<file path="config.mk">
export PLATFORM = sky130hd
export DESIGN_NAME = reg_mem_bist
export DESIGN_NICKNAME = d
export VERILOG_FILES = /design/src/rtl/reg_mem_bist.sv
export SDC_FILE = /design/constraint.sdc
export NUM_CORES = 1
export LEC_CHECK = 0
export BUFFER_PORTS_ARGS = -buffer_cell sky130_fd_sc_hd__buf_4
export CAP_MARGIN = 20
export CORE_MARGIN = 5
export CORE_UTILIZATION = 45
export DETAILED_ROUTE_END_ITERATION = 6
export PLACE_DENSITY = 0.79
export SYNTH_ARGS = -nofsm -noshare
export SYNTH_HDL_FRONTEND = slang
export SYNTH_SLANG_ARGS = --single-unit
</file>
<file path="constraint.sdc">
create_clock -name clk -period 6.31 [get_ports clk]
set_input_delay 0.631 -clock clk [delete_from_list [all_inputs] [get_ports clk]]
set_output_delay 0.631 -clock clk [all_outputs]
set_load 0.05 [all_outputs]
</file>
<file path="src/rtl/reg_mem_bist.sv">
// Write/read-back BIST sweep for one reg_mem instance; counts mismatching locations.
// Optional BIST_ERRLOG_EN adds fail_addr/fail_data capture of the first mismatch.
module reg_mem_bist #(
    parameter int DATA_WIDTH = 8,
    parameter int ADDR_BITS  = 5,
    parameter int RD_LAT     = 1
) (
    input  logic                  clk,
    input  logic                  rst,
    input  logic                  start,
    input  logic [DATA_WIDTH-1:0] seed,
    output logic [ADDR_BITS-1:0]  mem_addr,
    output logic [DATA_WIDTH-1:0] mem_wdata,
    output logic                  mem_wen,
    input  logic [DATA_WIDTH-1:0] mem_rdata,
    output logic                  busy,
    output logic                  done,
    output logic                  pass,
    output logic [ADDR_BITS:0]    err_count
`ifdef BIST_ERRLOG_EN
    ,
    output logic [ADDR_BITS-1:0]  fail_addr,
    output logic [DATA_WIDTH-1:0] fail_data
`endif
);

    localparam logic [ADDR_BITS-1:0] LAST = '1;
    localparam int DCW = (RD_LAT > 1) ? $clog2(RD_LAT) : 1;

    typedef enum logic [2:0] {
        S_IDLE,
        S_WRITE,
        S_READ,
        S_DRAIN,
        S_DONE
    } state_t;

    state_t               state;
    state_t               state_n;
    logic [ADDR_BITS-1:0] addr;
    logic [DATA_WIDTH-1:0] seed_q;
    logic [DCW-1:0]       drain_cnt;
    logic                 start_acc;
    logic                 cmp_v;
    logic [ADDR_BITS-1:0] cmp_addr;
    logic                 mismatch;

    function automatic logic [DATA_WIDTH-1:0] pat(
        input logic [ADDR_BITS-1:0]  a,
        input logic [DATA_WIDTH-1:0] s
    );
        return DATA_WIDTH'(a) ^ s;
    endfunction

    assign start_acc = start && (state == S_IDLE || state == S_DONE);
    assign mem_addr  = addr;
    assign mem_wen   = (state == S_WRITE);
    assign busy      = (state == S_WRITE) || (state == S_READ) || (state == S_DRAIN);
    assign done      = (state == S_DONE);
    assign pass      = done && (err_count == '0);
    assign mismatch  = cmp_v && (mem_rdata != pat(cmp_addr, seed_q));

    always_ff @(posedge clk or posedge rst) begin
        if (rst) state <= S_IDLE;
        else     state <= state_n;
    end

    always_comb begin
        state_n = state;
        unique case (state)
            S_IDLE:  if (start) state_n = S_WRITE;
            S_WRITE: if (addr == LAST) state_n = S_READ;
            S_READ:  if (addr == LAST) state_n = (RD_LAT == 0) ? S_DONE : S_DRAIN;
            S_DRAIN: if (drain_cnt == DCW'(RD_LAT - 1)) state_n = S_DONE;
            S_DONE:  if (start) state_n = S_WRITE;
            default: state_n = S_IDLE;
        endcase
    end

    always_ff @(posedge clk or posedge rst) begin
        if (rst) begin
            addr      <= '0;
            mem_wdata <= '0;
            seed_q    <= '0;
            err_count <= '0;
            drain_cnt <= '0;
        end else begin
            if (mismatch) err_count <= err_count + (ADDR_BITS + 1)'(1);
            unique case (state)
                S_IDLE, S_DONE: begin
                    if (start) begin
                        addr      <= '0;
                        mem_wdata <= pat('0, seed);
                        seed_q    <= seed;
                        err_count <= '0;
                    end
                end
                S_WRITE: begin
                    if (addr == LAST) begin
                        addr <= '0;
                    end else begin
                        addr      <= addr + ADDR_BITS'(1);
                        mem_wdata <= pat(addr + ADDR_BITS'(1), seed_q);
                    end
                end
                S_READ: begin
                    drain_cnt <= '0;
                    if (addr != LAST) addr <= addr + ADDR_BITS'(1);
                end
                S_DRAIN: drain_cnt <= drain_cnt + DCW'(1);
                default: ;
            endcase
        end
    end

    // Read addresses travel down a RD_LAT-deep pipe to line up with mem_rdata
    if (RD_LAT > 0) begin : g_pipe
        logic [RD_LAT-1:0]                pipe_v;
        logic [RD_LAT-1:0][ADDR_BITS-1:0] pipe_a;

        always_ff @(posedge clk or posedge rst) begin
            if (rst) begin
                pipe_v <= '0;
                pipe_a <= '0;
            end else begin
                pipe_v[0] <= (state == S_READ);
                pipe_a[0] <= addr;
                for (int i = 1; i < RD_LAT; i++) begin
                    pipe_v[i] <= pipe_v[i-1];
                    pipe_a[i] <= pipe_a[i-1];
                end
            end
        end

        assign cmp_v    = pipe_v[RD_LAT-1];
        assign cmp_addr = pipe_a[RD_LAT-1];
    end else begin : g_comb
        assign cmp_v    = (state == S_READ);
        assign cmp_addr = addr;
    end

`ifdef BIST_ERRLOG_EN
    always_ff @(posedge clk or posedge rst) begin
        if (rst) begin
            fail_addr <= '0;
            fail_data <= '0;
        end else if (start_acc) begin
            fail_addr <= '0;
            fail_data <= '0;
        end else if (mismatch && err_count == '0) begin
            fail_addr <= cmp_addr;
            fail_data <= mem_rdata;
        end
    end
`else
    // no first-failure log in this build
`endif

endmodule

</file>
# After elaboration in Yosys (flattened, before gate mapping)
# Cells that the tools add are included.
[word_totals]
inputBits = 19
word_cells = 56
out_inout_bits = 23
ff_bits = 37
[classes]
bitwise_logic = 2
n_addsub = 3
mux = 16
n_eq_ne = 13
n_reduce_logical = 14
[op_table]
columns = ["operator", "n"]
rows = [
  ["two-way mux 6 bit", 3],
  ["two-way mux 8 bit", 2],
  ["case mux 8 bit (2 select lines)", 1],
  ["XOR 5 x 8 -> 8 bit", 2],
  ["two-way mux 5 bit", 3],
  ["case mux 5 bit (3 select lines)", 1],
  ["two-way mux 3 bit", 4],
  ["case mux 3 bit (4 select lines)", 1],
  ["!= test 2 bit (second input constant)", 4],
  ["!= test 8 bit", 1],
  ["adder 6 x 1 -> 6 bit (second input constant)", 1],
  ["equality test 3 x 2 -> 1 bit (second input constant)", 2],
  ["zero test 6 bit", 1],
  ["AND reduction 3 bit", 2],
  ["adder 5 x 1 -> 5 bit (second input constant)", 1],
  ["equality test 5 bit (second input constant)", 1],
  ["!= test 5 bit (second input constant)", 1],
  ["!= test 2 x 1 -> 1 bit (second input constant)", 2],
  ["AND reduction 4 bit", 1],
  ["nonzero test 2 bit", 2],
  ["equality test 3 x 1 -> 1 bit (second input constant)", 1],
  ["equality test 3 bit (second input constant)", 1],
  ["zero test 3 bit", 1],
  ["nonzero test 3 bit", 1],
  ["other kinds (6)", 8],
]

# Logic depth before layout (Yosys ltp)
[logic_depth]
depth_word = 6
depth_mapped = 9
ltp_nobuf = 8

# Worst setup path before layout
# No wires, ideal clock.
[synth_timing]
path_kind = "register -> register"
from = "register addr[0], in the netlist mem_addr[0]"
to = "register mem_wdata[3]"
slack_ns = 3.935
t_required_ns = 6.228
path_buffers = 1
setup_ns = 0.082
arrival_ns = 2.293
path_stages_with_launch = 10
synth_period_minus_slack_ns = 2.375
cell_sequence = "dfrtp_1 > ha_1 > and3_1 > ha_1 > nor2_1 > mux2i_1 > nor2_1 > clkbuf_1 > nor2_1 > a31oi_1"
[synth_via]
elab_chain_len = 4
elab_cells_between_ends = 7
cone_classes = "add/sub (1); eq/ne (2); mux (2); bitwise (1); reduce/logical (1)"
[synth_lines]
columns = ["element", "line", "source"]
rows = [
  ["start, declared", "40", "logic [ADDR_BITS-1:0] addr;"],
  ["start signal, assigned", "102", "addr <= addr + ADDR_BITS'(1);"],
  ["start signal, assigned", "108", "if (addr != LAST) addr <= addr + ADDR_BITS'(1);"],
  ["adder 5 x 1 -> 5 bit", "103", "mem_wdata <= pat(addr + ADDR_BITS'(1), seed_q);"],
  ["XOR 5 x 8 -> 8 bit", "52", "return DATA_WIDTH'(a) ^ s;"],
  ["two-way mux 8 bit", "99", "if (addr == LAST) begin"],
  ["case mux 8 bit (2 select lines)", "89", "unique case (state)"],
  ["end signal, assigned", "93", "mem_wdata <= pat('0, seed);"],
  ["end signal, assigned", "103", ""],
  ["end, declared", "13", "output logic [DATA_WIDTH-1:0] mem_wdata,"],
]
# Parallel ways exist; a longest one is shown, timed or not. The select of a mux whose other input is x is not followed.
# A chain may end at the register's enable or synchronous reset.

# Worst setup path after layout
[layout_timing]
from = "register addr[0], in the netlist mem_addr[0]"
to = "register mem_wdata[4]"
# The elaborated chain is that of the path after synthesis.

==> metrics list <==
* Share of Yosys cell area claimed by the top area cell type: 50.62%
- The max-slew violation count was 0.
* Fin crit share: 41.81%
- TritonCTS built the clock tree.
- Hold Path Origin: mem_addr[4]$_DFFE_PP0P_
- Count of final setup violators: 0
* Mean instance size in the synthesized netlist: 9.527 um^2
- The area growth from synthesis to layout is 22.91%.
- The initial antenna violation count came to 0.
- Final weighted congestion in routability-driven placement: 0.7810
- Final setup skew: 0.006171 ns
* Worst-case vdd ir drop: 0.2947 mV
- The number of hold buffers added after CTS was 0.
* Sequential share of the synthesized area: 50.62%
- Max Clock Freq: 379.1 MHz
- Width of the die: 73.76 um
- STA classifies the critical path endpoint as a flip-flop.
* Clk sink count: 37
- In this run the standard cell core region covers 0.003971 mm^2.
* Mean number of vias per cell: 5.165
* DR vias: 1467
- Yosys synthesis warning count: 0
- The first detailed-routing pass ran for 4 iterations.
- For this run, design rule violations remaining after detail routing come to 0.
- Drt total wl: 4161 um
* Critical Path AT: 2.80 ns
* Detail-routed net length per standard cell: 14.65 um
- The number of global-route vias before repair is 1390.
* Number of CTS-inserted buffers: 5
* Part of the total power dissipated in the clock network: 13.2%
- Cells on worst reg2reg path: 7
- The count of cells in the finished layout, fillers not included, comes to 284.
- Dpl ws: 3.659 ns
- Clock Tree Root: clkbuf_8
* Worst skew pair latency: 0.28 ns
- Post-layout worst setup margin: 3.672 ns
- After layout, the minimum clock period comes to 2.638 ns.
- Cell type contributing the most total cell area after synthesis: dfrtp_1
* Setup TNS: 0 ns
* Clk slew on worst S/H paths: 0.07 ns
- The count of nets left with antenna violations once routing finished came out at 0.
- Summed over all nets, the switching power comes to 493.9 uW.
- The analysis attributes to cell leakage a power of 0.001101 uW.
- Share of final-layout standard cells stronger than drive strength 1: 22.22%
- Largest fanout on the critical path: 14
- The run finished with clean final reports.
- Dpl cells: 278
- The cell count after synthesis came out at 192.
* Worst hold path cell count: 0
- Global-route wire length before repair: 6699 um
- Maximum number of pins on one net before global-route repair: 38
- Number of nets in the layout: 258
* IO Pins: 42
- Syn_nets: 215
- Combinational logic burns 50.2% of the power.
* Startpoint-to-endpoint class of the critical path: reg2reg
- After filler insertion, the fill cell instance count of the layout stands at 357.
- In this run the register-to-register setup slack is 3.67 ns.
- Cell internal power dissipation: 625.8 uW
- The worst register-to-register path ends at mem_wdata[4]$_DFFE_PP0P_.
- Unrepaired setup endpoints after global routing: no
- Count of distinct cell types in the synthesized netlist: 31
- Antenna Cells: 0
* Remaining max-slew budget at the tightest pin: 40.89%
- Hold endpoint: cmp_addr[4]$_DFF_PP0_
- The H-tree was split into 2 levels.
- The tool flagged a number of max-cap violations equal to 0.
* Class of the most critical hold timing path: reg2reg
- Postcts setup bufs: 0
- Seq pwr share: 36.6%
* Final Hold Viols: 0
* Port Buffers: 41
- Post-synthesis register bit count: 37
* Die Ht: 73.76 um
- After floorplanning, the core was divided into 23 placement rows.
- For this block, the initial DRC count from the detailed router was 127.
- Post_cts resized: 0
- The worst register-to-register path begins at mem_addr[0]$_DFFE_PP0P_.
- Switching portion of total power: 44.11%
- Effective utilization at floorplan: 46.06%
* Post-DP HPWL: 3130 um
* Power per unit of standard cell area: 498.0 mW/mm^2
- For the pin with the worst max-slew slack, the measured transition is 0.8771 ns.
- Post-layout total power: 1120 uW
* Cells taking the most area after synthesis: dfrtp_1 51%, nand2_1 9.4%, xnor2_1 5.7%, nor2_1 3.7%, xnor3_1 3.7%
- The worst setup path is launched from a flip-flop.
* Utilization after layout: 56.62%
* Netlist Area Pre-Place: 0.001829 mm^2
* Total global routing overflow: 0
- Maximum clock insertion buffer count: 2
* Overall die area: 0.005440 mm^2
- In the global route stage, overall resource usage came out at 16.51%.
- At the worst endpoint, the required time is 6.48 ns.
-- layout make-up --
| class | count | area, um^2 | share of cell area [%] |
|---|---|---|---|
| inverters | 6 | 22.52 | 1.002 |
| multi-input cells | 143 | 848.3 | 37.73 |
| clock inverters | 1 | 5.005 | 0.2226 |
| well taps | 50 | 62.56 | 2.782 |
| clock buffers | 5 | 68.82 | 3.061 |
| flip-flops and latches | 37 | 925.9 | 41.18 |
| repair buffers | 42 | 315.3 | 14.02 |
-- per-stage QoR --
stage                     cell area [um^2]  hold WS, ns
after CTS                             2248       0.4441
after global routing                  2248       0.4676
after floorplan                       1829       0.4628
final                                 2248       0.4357
after global placement                2175       0.4271
after detailed placement              2175       0.4238
-- layer usage --
| layer | global-route usage (%) | vias to the layer above | routed length [um] |
|---|---|---|---|
| li1 | - | 722 | - |
| met1 | 21.55 | 700 | 1819 |
| met2 | 27.36 | 43 | 2105 |
| met3 | 4.104 | 2 | 218 |
| met4 | 4.225 | 0 | 18 |
| met5 | 0 | - | 0 |
-- critical path, stage by stage (launching register included) --
cell	delay, ns
dfrtp_1	0.45
ha_1	0.28
and3_1	0.20
ha_1	0.22
nor2_1	0.20
mux2i_1	0.11
nor2_1	0.66
mux2_2	0.41
-- layout by cell type (no fill, tap or decap), types with 5 or more instances in the layout --
cell type,n
nand2_1,46
buf_4,42
dfrtp_1,37
nor2_1,18
o21ai_0,13
xnor2_1,12
a21oi_1,11
inv_1,5
clkbuf_8,5
-- state kept, by name, indices dropped and copies added, names as in the netlist --
name       count
drain_cnt      1
mem_addr       5
mem_wdata      8
state          3
cmp_addr       5
err_count      6
seed_q         8
cmp_v          1
-- cells in the mapped netlist --
cell / instances
nand2_1: 46
dfrtp_1: 37
nor2_1: 18
o21ai_0: 13
xnor2_1: 12
a21oi_1: 11
inv_1: 5
a31oi_1: 4
ha_1: 4
nand3_1: 4
or3_1: 4
xor2_1: 4
clkbuf_1: 3
nand2b_1: 3
xnor3_1: 3
and2_1: 2
and3_1: 2
buf_2: 2
mux2_2: 2
mux2i_1: 2
a22o_1: 1
buf_6: 1
clkinv_1: 1
nand3b_1: 1
nand4_1: 1
nor4_1: 1
o21a_1: 1
o221ai_1: 1
o22ai_1: 1
o41ai_2: 1
or2_2: 1
-- cell families after synthesis --
| logic type | Yosys count | share of synthesized area, % |
|---|---|---|
| buf+inv | 12 | 3.009 |
| flops | 37 | 50.62 |
| xor+xnor | 19 | 11.35 |
| mux | 4 | 2.326 |
| compound gates | 33 | 10.53 |
| simple gates | 83 | 19.43 |
| fa+ha+maj | 4 | 2.736 |
-- worst max path at each step --
stage               cells past startpoint  slack, ns               startpoint                       end
finish                                  7       3.67  mem_addr[0]$_DFFE_PP0P_  mem_wdata[4]$_DFFE_PP0P_
global route                            7       3.55  mem_addr[0]$_DFFE_PP0P_  mem_wdata[4]$_DFFE_PP0P_
CTS                                     7       3.67  mem_addr[0]$_DFFE_PP0P_  mem_wdata[4]$_DFFE_PP0P_
detailed placement                      7       3.66  mem_addr[0]$_DFFE_PP0P_  mem_wdata[4]$_DFFE_PP0P_
global placement                        7       3.77  mem_addr[0]$_DFFE_PP0P_  mem_wdata[4]$_DFFE_PP0P_
floorplan                               9       3.93  mem_addr[0]$_DFFE_PP0P_  mem_wdata[3]$_DFFE_PP0P_
-- power by group through the flow --
stage                     registers (uW)  clock network (uW)  logic, uW
after global routing                 424                 161        606
after detailed placement             413                   0        566
final                                410                 148        562
after global placement               409                   0        550
after CTS                            411                 151        568
after floorplan                      538                   0        276
(Power assumes the default switching activity.)
